### config.mk
export PLATFORM = sky130hd
export DESIGN_NAME = conv_enc_tx
export DESIGN_NICKNAME = d
export VERILOG_FILES = /design/src/rtl/conv_enc_tx.sv
export SDC_FILE = /design/constraint.sdc
export NUM_CORES = 1
export LEC_CHECK = 0
export ABC_CLOCK_PERIOD_IN_PS = 2000
export CELL_PAD_IN_SITES_DETAIL_PLACEMENT = 1
export CELL_PAD_IN_SITES_GLOBAL_PLACEMENT = 2
export CORE_ASPECT_RATIO = 1.25
export CORE_MARGIN = 2
export CORE_UTILIZATION = 27
export CTS_CLUSTER_DIAMETER = 200
export DETAILED_ROUTE_END_ITERATION = 7
export PLACE_DENSITY_LB_ADDON = 0.05
export SETUP_SLACK_MARGIN = 0.5
export SLEW_MARGIN = 0
export SYNTH_ARGS = -nofsm -noshare
export SYNTH_HDL_FRONTEND = slang
export SYNTH_SLANG_ARGS = --single-unit
### constraint.sdc
create_clock -name clk_i -period 2 [get_ports clk_i]
set_clock_uncertainty 0.1 [all_clocks]
set_input_delay 0.6 -clock clk_i [delete_from_list [all_inputs] [get_ports clk_i]]
set_output_delay 0.6 -clock clk_i [all_outputs]
set_load 0.05 [all_outputs]
### src/rtl/conv_enc_tx.sv
// conv_enc_tx
// Rate-1/2, K=3 convolutional encoder (generators 7,5 octal) for the transmit
// end of the Viterbi link. Information bits arrive framed on one valid/ready
// port; one 2-bit code symbol per bit leaves on a second valid/ready port.
// Each frame is closed with two zero tail bits so the trellis ends in s0.
//
// Ports:
//   clk_i         rising-edge clock
//   rst_ni        asynchronous active-low reset
//   bit_valid_i   input bit valid
//   bit_i         information bit
//   bit_last_i    final information bit of the frame (sampled with bit_i)
//   bit_ready_o   encoder accepts a bit this cycle
//   sym_valid_o   code symbol valid
//   sym_o         code symbol {g0,g1}
//   sym_last_o    final tail symbol of the frame
//   sym_ready_i   downstream accepts the symbol
//   frame_done_o  one-cycle pulse the cycle after the last tail symbol handshake
//   dbg_state_o   current FSM state (0=DATA, 1=TAIL1, 2=TAIL2)
//
// Handshake: a transfer happens on a rising edge where valid and ready are both
// high. A producer holds valid and its payload stable until that edge; ready
// never depends combinationally on the valid of the same port.

module conv_enc_tx (
    input  logic       clk_i,
    input  logic       rst_ni,
    input  logic       bit_valid_i,
    input  logic       bit_i,
    input  logic       bit_last_i,
    output logic       bit_ready_o,
    output logic       sym_valid_o,
    output logic [1:0] sym_o,
    output logic       sym_last_o,
    input  logic       sym_ready_i,
    output logic       frame_done_o,
    output logic [1:0] dbg_state_o
);

    typedef enum logic [1:0] {
        ST_DATA  = 2'd0,
        ST_TAIL1 = 2'd1,
        ST_TAIL2 = 2'd2
    } state_t;

    state_t     state;
    logic [1:0] sr;        // {u(k-1), u(k-2)}, equals the trellis state
    logic       slot_free; // output register empty or being drained this edge
    logic       accept;
    logic       enc_u;
    logic [1:0] enc_sym;

    assign slot_free   = !sym_valid_o || sym_ready_i;
    assign bit_ready_o = (state == ST_DATA) && slot_free;
    assign accept      = bit_valid_i && bit_ready_o;
    assign dbg_state_o = state;

    // Tail states always encode a zero; bit_i is only looked at in DATA.
    assign enc_u   = (state == ST_DATA) ? bit_i : 1'b0;
    assign enc_sym = {enc_u ^ sr[1] ^ sr[0], enc_u ^ sr[0]};

    always_ff @(posedge clk_i or negedge rst_ni) begin
        if (!rst_ni) begin
            state        <= ST_DATA;
            sr           <= 2'b00;
            sym_o        <= 2'b00;
            sym_valid_o  <= 1'b0;
            sym_last_o   <= 1'b0;
            frame_done_o <= 1'b0;
        end else begin
            frame_done_o <= sym_valid_o && sym_ready_i && sym_last_o;

            // Drain on handshake; a load below in the same cycle overrides this.
            if (sym_valid_o && sym_ready_i) begin
                sym_valid_o <= 1'b0;
                sym_last_o  <= 1'b0;
            end

            case (state)
                ST_DATA: begin
                    if (accept) begin
                        sym_o       <= enc_sym;
                        sym_valid_o <= 1'b1;
                        sym_last_o  <= 1'b0;
                        sr          <= {enc_u, sr[1]};
                        if (bit_last_i) begin
                            state <= ST_TAIL1;
                        end
                    end
                end
                ST_TAIL1: begin
                    if (slot_free) begin
                        sym_o       <= enc_sym;
                        sym_valid_o <= 1'b1;
                        sym_last_o  <= 1'b0;
                        sr          <= {1'b0, sr[1]};
                        state       <= ST_TAIL2;
                    end
                end
                ST_TAIL2: begin
                    if (slot_free) begin
                        sym_o       <= enc_sym;
                        sym_valid_o <= 1'b1;
                        sym_last_o  <= 1'b1;
                        // Two zero shifts already give 00; forcing it keeps a
                        // corrupted register from leaking into the next frame.
                        sr          <= 2'b00;
                        state       <= ST_DATA;
                    end
                end
                default: begin
                    state <= ST_DATA;
                end
            endcase
        end
    end

endmodule
==> flow_summary.json, run 1 <==
{
  "diodes": 0,
  "antenna_found_initial": 0,
  "yosysWarnings": 0,
  "grt_pass1_wl_microns": 2280,
  "globalplace.congestion": 0.717,
  "place_area_sq_um": 786,
  "dr.pass1.iters": 2,
  "crit_chain": "inv_2 > ha_4 > and2_4 > buf_12",
  "io_buffer_count": 13,
  "htree_levels": 1,
  "drtIter0Drc": 2,
  "relSlewSlack": 0.696,
  "yosys_register_bits": 9,
  "worstPathMaxFanout": 2,
  "n_fill_cell": 189,
  "synth_area_sq_um": 513,
  "rsz0062_at_grt": "yes",
  "slowest_stage": "dfrtp_2",
  "min_period_ns": 1.86,
  "hold_end": "sr[1]",
  "layout_common_cells": "buf_4, dfrtp_1, buf_12, buf_6, mux2_4",
  "syn_area_per_cell_sq_um": 10.3,
  "r2r_slack_ns": 0.14,
  "status": "complete, no violations",
  "layout_commonest_cell": "buf_4",
  "wl_microns": 1510,
  "rows": 17,
  "reg2reg_depth": 8,
  "grt_overflow_total": 0,
  "ios": 14,
  "cp.required_ns": 1.30,
  "hp-start": "sr[1]",
  "final_max_slew_viol_count": 0,
  "fmax_ghz": 0.537,
  "coreArea_sq_mm": 0.00179,
  "num_vias": 512,
  "numCtsBuffers": 3,
  "hold_violations": 0,
  "start_util": 0.287,
  "reg2reg_from": "dbg_state_o[1]",
  "powerDensity_mw_per_mm2": 1970,
  "setup_viol": 0,
  "routed_via_density": 4.74,
  "design_area_sq_mm": 0.00106,
  "hold_path_class": "register to register",
  "dp_hpwl_microns": 955,
  "max_cap_violations": 0,
  "hold_buffers": 0,
  "cts-root-buf": "clkbuf_4",
  "clk_latency_ns": 0.26,
  "final.setup.tns_ns": 0,
  "nNetsFinal": 101,
  "wl_per_cell_microns": 14.0,
  "grt_pass1_vias": 518,
  "clk_pin_slew_ns": 0.07,
  "crit_type": "register to primary output",
  "drc": 0,
  "start_kind": "register",
  "grt_max_degree": 10,
  "worst-path-buf-inv": 2,
  "cts_tree": "yes",
  "die_w_microns": 43.0,
  "worst_pin_slew_ns": 0.454,
  "syn_inst": 50,
  "leakagePower_nw": 0.520,
  "die_y_microns": 52.7,
  "arrival_ns": 1.16,
  "grt_usage": 0.139,
  "cp_top_family": "flip-flops",
  "max_stage_delay_ns": 0.42,
  "min_path_cells": 2,
  "reg2reg_to": "dbg_state_o[1]",
  "post-route-period-util": 0.932,
  "crit_cells": 4,
  "drive_gt1_frac": 0.697,
  "ys_types": 21,
  "ant_nets": 0,
  "clk_path_buf_depth": 2,
  "synthesis.nets": 61,
  "peakVddDrop_mv": 1.10,
  "area_growth_pct": 106,
  "cts_sinks": 9,
  "synth_seq_area_share": 0.439,
  "cp-end-kind": "primary output",
  "die-area_sq_mm": 0.00227
}
## flip-flops by register name, summed over array words and instances, names as in the netlist
register / count
dbg_state_o: 2
sym_valid_o: 1
sym_o: 2
sym_last_o: 1
sr: 2
frame_done_o: 1
## worst max path at each step
| stage | startpoint | endpoint | slack (ns) |
|---|---|---|---|
| after floorplan | dbg_state_o[1] | dbg_state_o[0] | 0.22 |
| after global placement | sym_ready_i | bit_ready_o | -0.21 |
| after detailed placement | sym_ready_i | bit_ready_o | -0.22 |
| after CTS | dbg_state_o[0] | bit_ready_o | 0.12 |
| after global routing | dbg_state_o[1] | bit_ready_o | 0.08 |
| final | dbg_state_o[1] | bit_ready_o | 0.14 |
## cell usage after synthesis
| cell type | number | area, sq um |
|---|---|---|
| a21oi_1 | 4 | 20.0 |
| nor2_1 | 2 | 7.51 |
| and2_2 | 1 | 7.51 |
| nand2b_2 | 1 | 8.76 |
| and3_1 | 1 | 6.26 |
| o22ai_1 | 1 | 6.26 |
| mux2_2 | 4 | 45.0 |
| a31oi_1 | 1 | 6.26 |
| nand2_1 | 3 | 11.3 |
| inv_1 | 5 | 18.8 |
| xnor2_1 | 1 | 8.76 |
| dfrtp_1 | 9 | 225 |
| ha_1 | 5 | 62.6 |
| a21oi_2 | 1 | 8.76 |
| xor2_1 | 1 | 8.76 |
| o31ai_1 | 1 | 7.51 |
| nand2b_1 | 2 | 12.5 |
| o21ai_0 | 4 | 20.0 |
| o21a_1 | 1 | 7.51 |
| o41ai_1 | 1 | 8.76 |
| nor3_1 | 1 | 5.00 |
## cells by family after synthesis
logic type	Yosys count	synth area share
adders and majority gates	5	0.122
muxes	4	0.0878
AOI/OAI and AO/OA	14	0.166
xor gates and xnor gates	2	0.0342
DFF	9	0.439
buffers and inverters	5	0.0366
and+or+nand+nor	11	0.115
## repair_timing
item                                    in CTS  in global routing
gates resized for setup                     20                 14
pin swaps                                    4                  5
endpoints found under the setup margin      15                 14
buffers inserted                             9                  8
## through the flow
step	setup slack [ns]	hold slack [ns]	util	total power, mW	cells
after floorplan	0.220	0.204	-	1.04	50
final	0.137	0.435	0.592	2.08	108
after CTS	0.123	0.440	0.524	1.83	100
after detailed placement	-0.216	0.395	0.440	1.45	87
after global routing	0.0828	0.459	0.592	2.21	108
after global placement	-0.210	0.400	0.440	1.45	87
## layer usage
layer | GRT usage | up-vias | share of wire
met1 | 0.137 | 256 | 0.41
li1 | - | 248 | -
met2 | 0.275 | 8 | 0.57
met5 | 0 | - | 0
met3 | 0.0345 | 0 | 0.024
met4 | 0.0455 | 0 | 0
## cell type report
class	instances	area, sq um	share of cell area
well taps	19	23.8	0.0225
clock buffers	4	26.3	0.0249
repair buffers	35	360	0.341
multi-input cells	36	399	0.378
flip-flops and latches	9	229	0.217
inverters	5	18.8	0.0178
## worst reg2reg max path: stages (launching register included)
cell     delay, ns
dfrtp_2       0.38
inv_2         0.05
ha_4          0.16
buf_4         0.13
buf_8         0.14
nor3_4        0.19
a21oi_2       0.08
a21oi_2       0.21
mux2_4        0.32
## report_power, final
group	total [mW]	switching [mW]	internal, mW	leakage (nW)
clock	0.146	0.0690	0.0770	0.0150
combinational	1.60	0.748	0.851	0.393
sequential	0.337	0.0750	0.262	0.112
Power figures use the tool's default switching activity.
==> inputs of run 2 (changes only) <==
Settings changed: PLACE_DENSITY_LB_ADDON 0.05 to 0.1, SETUP_SLACK_MARGIN 0.5 to 0.3, SKIP_CTS_REPAIR_TIMING from default to 1.
==> flow_summary.json, run 2 (synthesis gave the netlist of run 1 again) <==
{
  "hp-start": "sym_o[0]",
  "num_vias": 468,
  "grt_max_degree": 10,
  "start_util": 0.287,
  "wl_per_cell_microns": 14.0,
  "grt_pass1_wl_microns": 1910,
  "antenna_found_initial": 0,
  "max_stage_delay_ns": 0.47,
  "die_y_microns": 52.7,
  "htree_levels": 1,
  "drtIter0Drc": 0,
  "worst_pin_slew_ns": 0.456,
  "grt-busiest-layer": "met2",
  "grt_use_met1": 0.145,
  "cts_sinks": 9,
  "reg2reg_from": "dbg_state_o[1]",
  "nNetsFinal": 90,
  "wl_microns": 1360,
  "dp_hpwl_microns": 908,
  "die-area_sq_mm": 0.00227,
  "hold_violations": 0,
  "worstPathMaxFanout": 6,
  "leakagePower_nw": 0.440,
  "max_cap_violations": 0,
  "clk_pin_slew_ns": 0.07,
  "coreArea_sq_mm": 0.00179,
  "cts_tree": "yes",
  "die_w_microns": 43.0,
  "ios": 14,
  "drc": 0,
  "peakVddDrop_mv": 0.819,
  "layout_common_cells": "buf_4, dfrtp_1, clkdlybuf4s50_1",
  "cp.required_ns": 1.30,
  "setup_viol": 0,
  "cp-end-kind": "primary output",
  "post-route-period-util": 0.982,
  "crit_path_start": "dbg_state_o[1]",
  "utilization": 0.515,
  "routed_via_density": 4.82,
  "clk_latency_ns": 0.26,
  "powerDensity_mw_per_mm2": 2000,
  "globalplace.congestion": 0.758,
  "hold_path_class": "register to register",
  "grt_overflow_total": 0,
  "final_max_slew_viol_count": 0,
  "layout_setup_ws_ns": 0.0362,
  "fmax_ghz": 0.509,
  "cts-root-buf": "clkbuf_4",
  "ant_nets": 0,
  "area_growth_pct": 79.3,
  "arrival_ns": 1.26,
  "grt_usage": 0.118,
  "grt_pass1_vias": 427,
  "use_met2": 0.187,
  "clk_path_buf_depth": 2,
  "min_period_ns": 1.96,
  "slowest_stage": "dfrtp_2",
  "crit_chain": "inv_4 > ha_4 > and2_4 > buf_12",
  "dr.pass1.iters": 1,
  "rsz0062_at_grt": "yes",
  "crit_type": "register to primary output",
  "rows": 17,
  "grtUsageMet3": 0.0207,
  "diodes": 0,
  "layout_commonest_cell": "buf_4",
  "drive_gt1_frac": 0.603,
  "numCtsBuffers": 3,
  "relSlewSlack": 0.695,
  "status": "complete, no violations",
  "start_kind": "register",
  "dp_slack_ns": -0.241,
  "io_buffer_count": 13
}
[run 2: power breakdown]
part	switching [mW]	internal [mW]	total [mW]	leakage, nW
Clock	0.0738	0.0772	0.151	0.0150
Combinational	0.652	0.682	1.33	0.313
Sequential	0.0913	0.262	0.353	0.112
[run 2: path summary, 6_finish.rpt]
kind,end,slack (ns),cells after the start
worst max-delay path,bit_ready_o,0.04,4
worst min-delay path,sym_o[0],0.42,1
worst max register to register,dbg_state_o[1],0.23,7
worst min register to register,sym_o[0],0.42,1
max in group asynchronous,dbg_state_o[1],0.91,1
min in group asynchronous,frame_done_o,0.55,1
[run 2: layout make-up]
| cell class | count | area [sq um] |
|---|---|---|
| sequential | 9 | 229 |
| tap | 19 | 23.8 |
| inverter | 5 | 21.3 |
| timing repair buffer | 24 | 240 |
| fill | 197 | 867 |
| clock buffer | 4 | 26.3 |
| multi-input combinational | 36 | 379 |
[run 2: critical path: cells and delay by family, from the launching register on]
family / cells / cell delay [ns]
adder cells (fa/ha/maj): 1 / 0.16
buffers and inverters: 2 / 0.21
flip-flops: 1 / 0.47
AND/OR/NAND/NOR: 1 / 0.15
[run 2: metal layers]
| layer | part of all wire | vias up |
|---|---|---|
| met3 | 0.043 | 2 |
| met4 | 0.0044 | 0 |
| met1 | 0.41 | 228 |
| met2 | 0.54 | 9 |
| met5 | 0 | - |
| li1 | - | 229 |
[run 2: per-stage QoR]
stage / setup TNS [ns] / instances / hold slack, ns / instance area [sq um] / total power [mW]
2_1_floorplan: 0 / 50 / 0.204 / 552 / 1.04
3_3_place_gp: -1.12 / 85 / 0.404 / 746 / 1.37
3_5_place_dp: -1.22 / 85 / 0.399 / 746 / 1.39
4_1_cts: -0.242 / 89 / 0.420 / 772 / 1.55
5_1_grt: -0.0145 / 97 / 0.447 / 920 / 1.95
6_report: 0 / 97 / 0.423 / 920 / 1.84
==> inputs of run 3 (changes only) <==
Settings changed: ABC_CLOCK_PERIOD_IN_PS 2000 to 1600, CORE_UTILIZATION 27 to 24.
Clock period 2 ns to 1.6 ns, I/O delays scaled along.
==> flow_summary.json, run 3 (synthesis gave the netlist of run 1 again) <==
{
  "diodes": 0,
  "peakVddDrop_mv": 1.16,
  "dp_cells": 98,
  "cp.required_ns": 1.02,
  "max_stage_delay_ns": 0.44,
  "start_kind": "register",
  "layout_commonest_cell": "buf_4",
  "dp_slack_ns": -0.460,
  "relSlewSlack": 0.693,
  "worstPathMaxFanout": 5,
  "max_cap_violations": 0,
  "final_max_slew_viol_count": 0,
  "antenna_found_initial": 0,
  "setup_viol": 8,
  "status": "finished with violations",
  "die_w_microns": 45.4,
  "final_cells": 115,
  "cp_top_family": "flip-flops",
  "htree_levels": 1,
  "power_mw": 2.71,
  "grt_pass1_wl_microns": 2380,
  "die-area_sq_mm": 0.00253,
  "crit_type": "register to primary output",
  "worst_pin_slew_ns": 0.460,
  "cts-root-buf": "clkbuf_4",
  "rsz0062_at_grt": "yes",
  "hold_violations": 0,
  "topRoutingLayerUsed": "met4",
  "numCtsBuffers": 3,
  "multiInputGateArea_sq_um": 360,
  "hold_path_class": "input port to async pin",
  "switching_share": 0.411,
  "clk_latency_ns": 0.28,
  "violations": "negative setup slack",
  "fmax_ghz": 0.549,
  "pwr-share-clk": 0.073,
  "p_seq_frac": 0.160,
  "post-route-period-util": 1.14,
  "p_int_mw": 1.60,
  "globalplace.congestion": 0.675,
  "drt-met1-wl_microns": 670,
  "coreArea_sq_mm": 0.00200,
  "ant_nets": 0,
  "wl_met3_microns": 47,
  "drive_gt1_frac": 0.674,
  "n_fill_cell": 221,
  "nNetsFinal": 107,
  "grt_max_degree": 10,
  "start_util": 0.256,
  "ios": 14,
  "cts_sinks": 9,
  "routed_via_density": 4.63,
  "dr.pass1.iters": 2,
  "die_y_microns": 55.7,
  "leakagePower_nw": 0.551,
  "slowest_stage": "dfrtp_2",
  "wl_per_cell_microns": 14.1,
  "arrival_ns": 1.24,
  "crit_chain": "inv_4 > ha_4 > and2_4 > buf_12",
  "layout_setup_ws_ns": -0.221,
  "grt_usage": 0.132,
  "io_buffer_count": 13,
  "grt_pass1_vias": 508,
  "p_switching_mw": 1.11,
  "final.setup.tns_ns": -0.797,
  "p_comb_frac": 0.768,
  "layout_common_cells": "buf_4, buf_12, dfrtp_1, buf_6",
  "powerDensity_mw_per_mm2": 2450,
  "clk_pin_slew_ns": 0.07,
  "area_growth_pct": 116,
  "drc": 0,
  "dp_hpwl_microns": 1090,
  "met2WireLength_microns": 835,
  "clk_path_buf_depth": 2,
  "drtIter0Drc": 2,
  "num_vias": 533,
  "worst-path-buf-inv": 2,
  "rows": 18,
  "seqCellArea_sq_um": 230,
  "min_period_ns": 1.82,
  "wl_microns": 1620,
  "cts_tree": "yes",
  "cp-end-kind": "primary output",
  "grt_overflow_total": 0
}
-- run 3: layout make-up --
type	count	share of cell area
Timing Repair Buffer	41	0.399
Multi-Input combinational cell	36	0.325
Sequential cell	9	0.208
Clock buffer	4	0.0237
Tap cell	20	0.0226
Inverter	5	0.0215
-- run 3: power groups by stage --
stage	Sequential (mW)	Clock, mW	Combinational [mW]
finish	0.433	0.197	2.08
CTS	0.412	0.197	1.66
global placement	0.415	0	1.63
detailed placement	0.416	0	1.65
global route	0.446	0.215	2.22
floorplan	0.642	0	0.644
-- run 3: stage by stage --
stage | area (sq um) | hold slack (ns) | utilization
after floorplan | 548 | 0.0844 | -
after global placement | 896 | 0.414 | 0.447
after detailed placement | 896 | 0.432 | 0.447
after CTS | 922 | 0.449 | 0.460
after global routing | 1110 | 0.441 | 0.552
final | 1110 | 0.414 | 0.552
-- run 3: metal layers --
layer | vias up | track usage
li1 | 261 | -
met1 | 254 | 0.153
met2 | 13 | 0.218
met3 | 5 | 0.0390
met4 | 0 | 0.0504
met5 | - | 0
-- run 3: final timing paths --
path	from	end	cells past startpoint	slack, ns
hold reg to reg	sr[1]	sr[1]	2	0.44
max in group asynchronous	rst_ni	dbg_state_o[0]	1	0.64
setup / recovery	dbg_state_o[1]	bit_ready_o	4	-0.22
min in group clk_i	sr[1]	sr[1]	2	0.44
setup reg to reg	dbg_state_o[0]	dbg_state_o[0]	6	-0.15
hold / removal	rst_ni	sym_o[1]	1	0.41
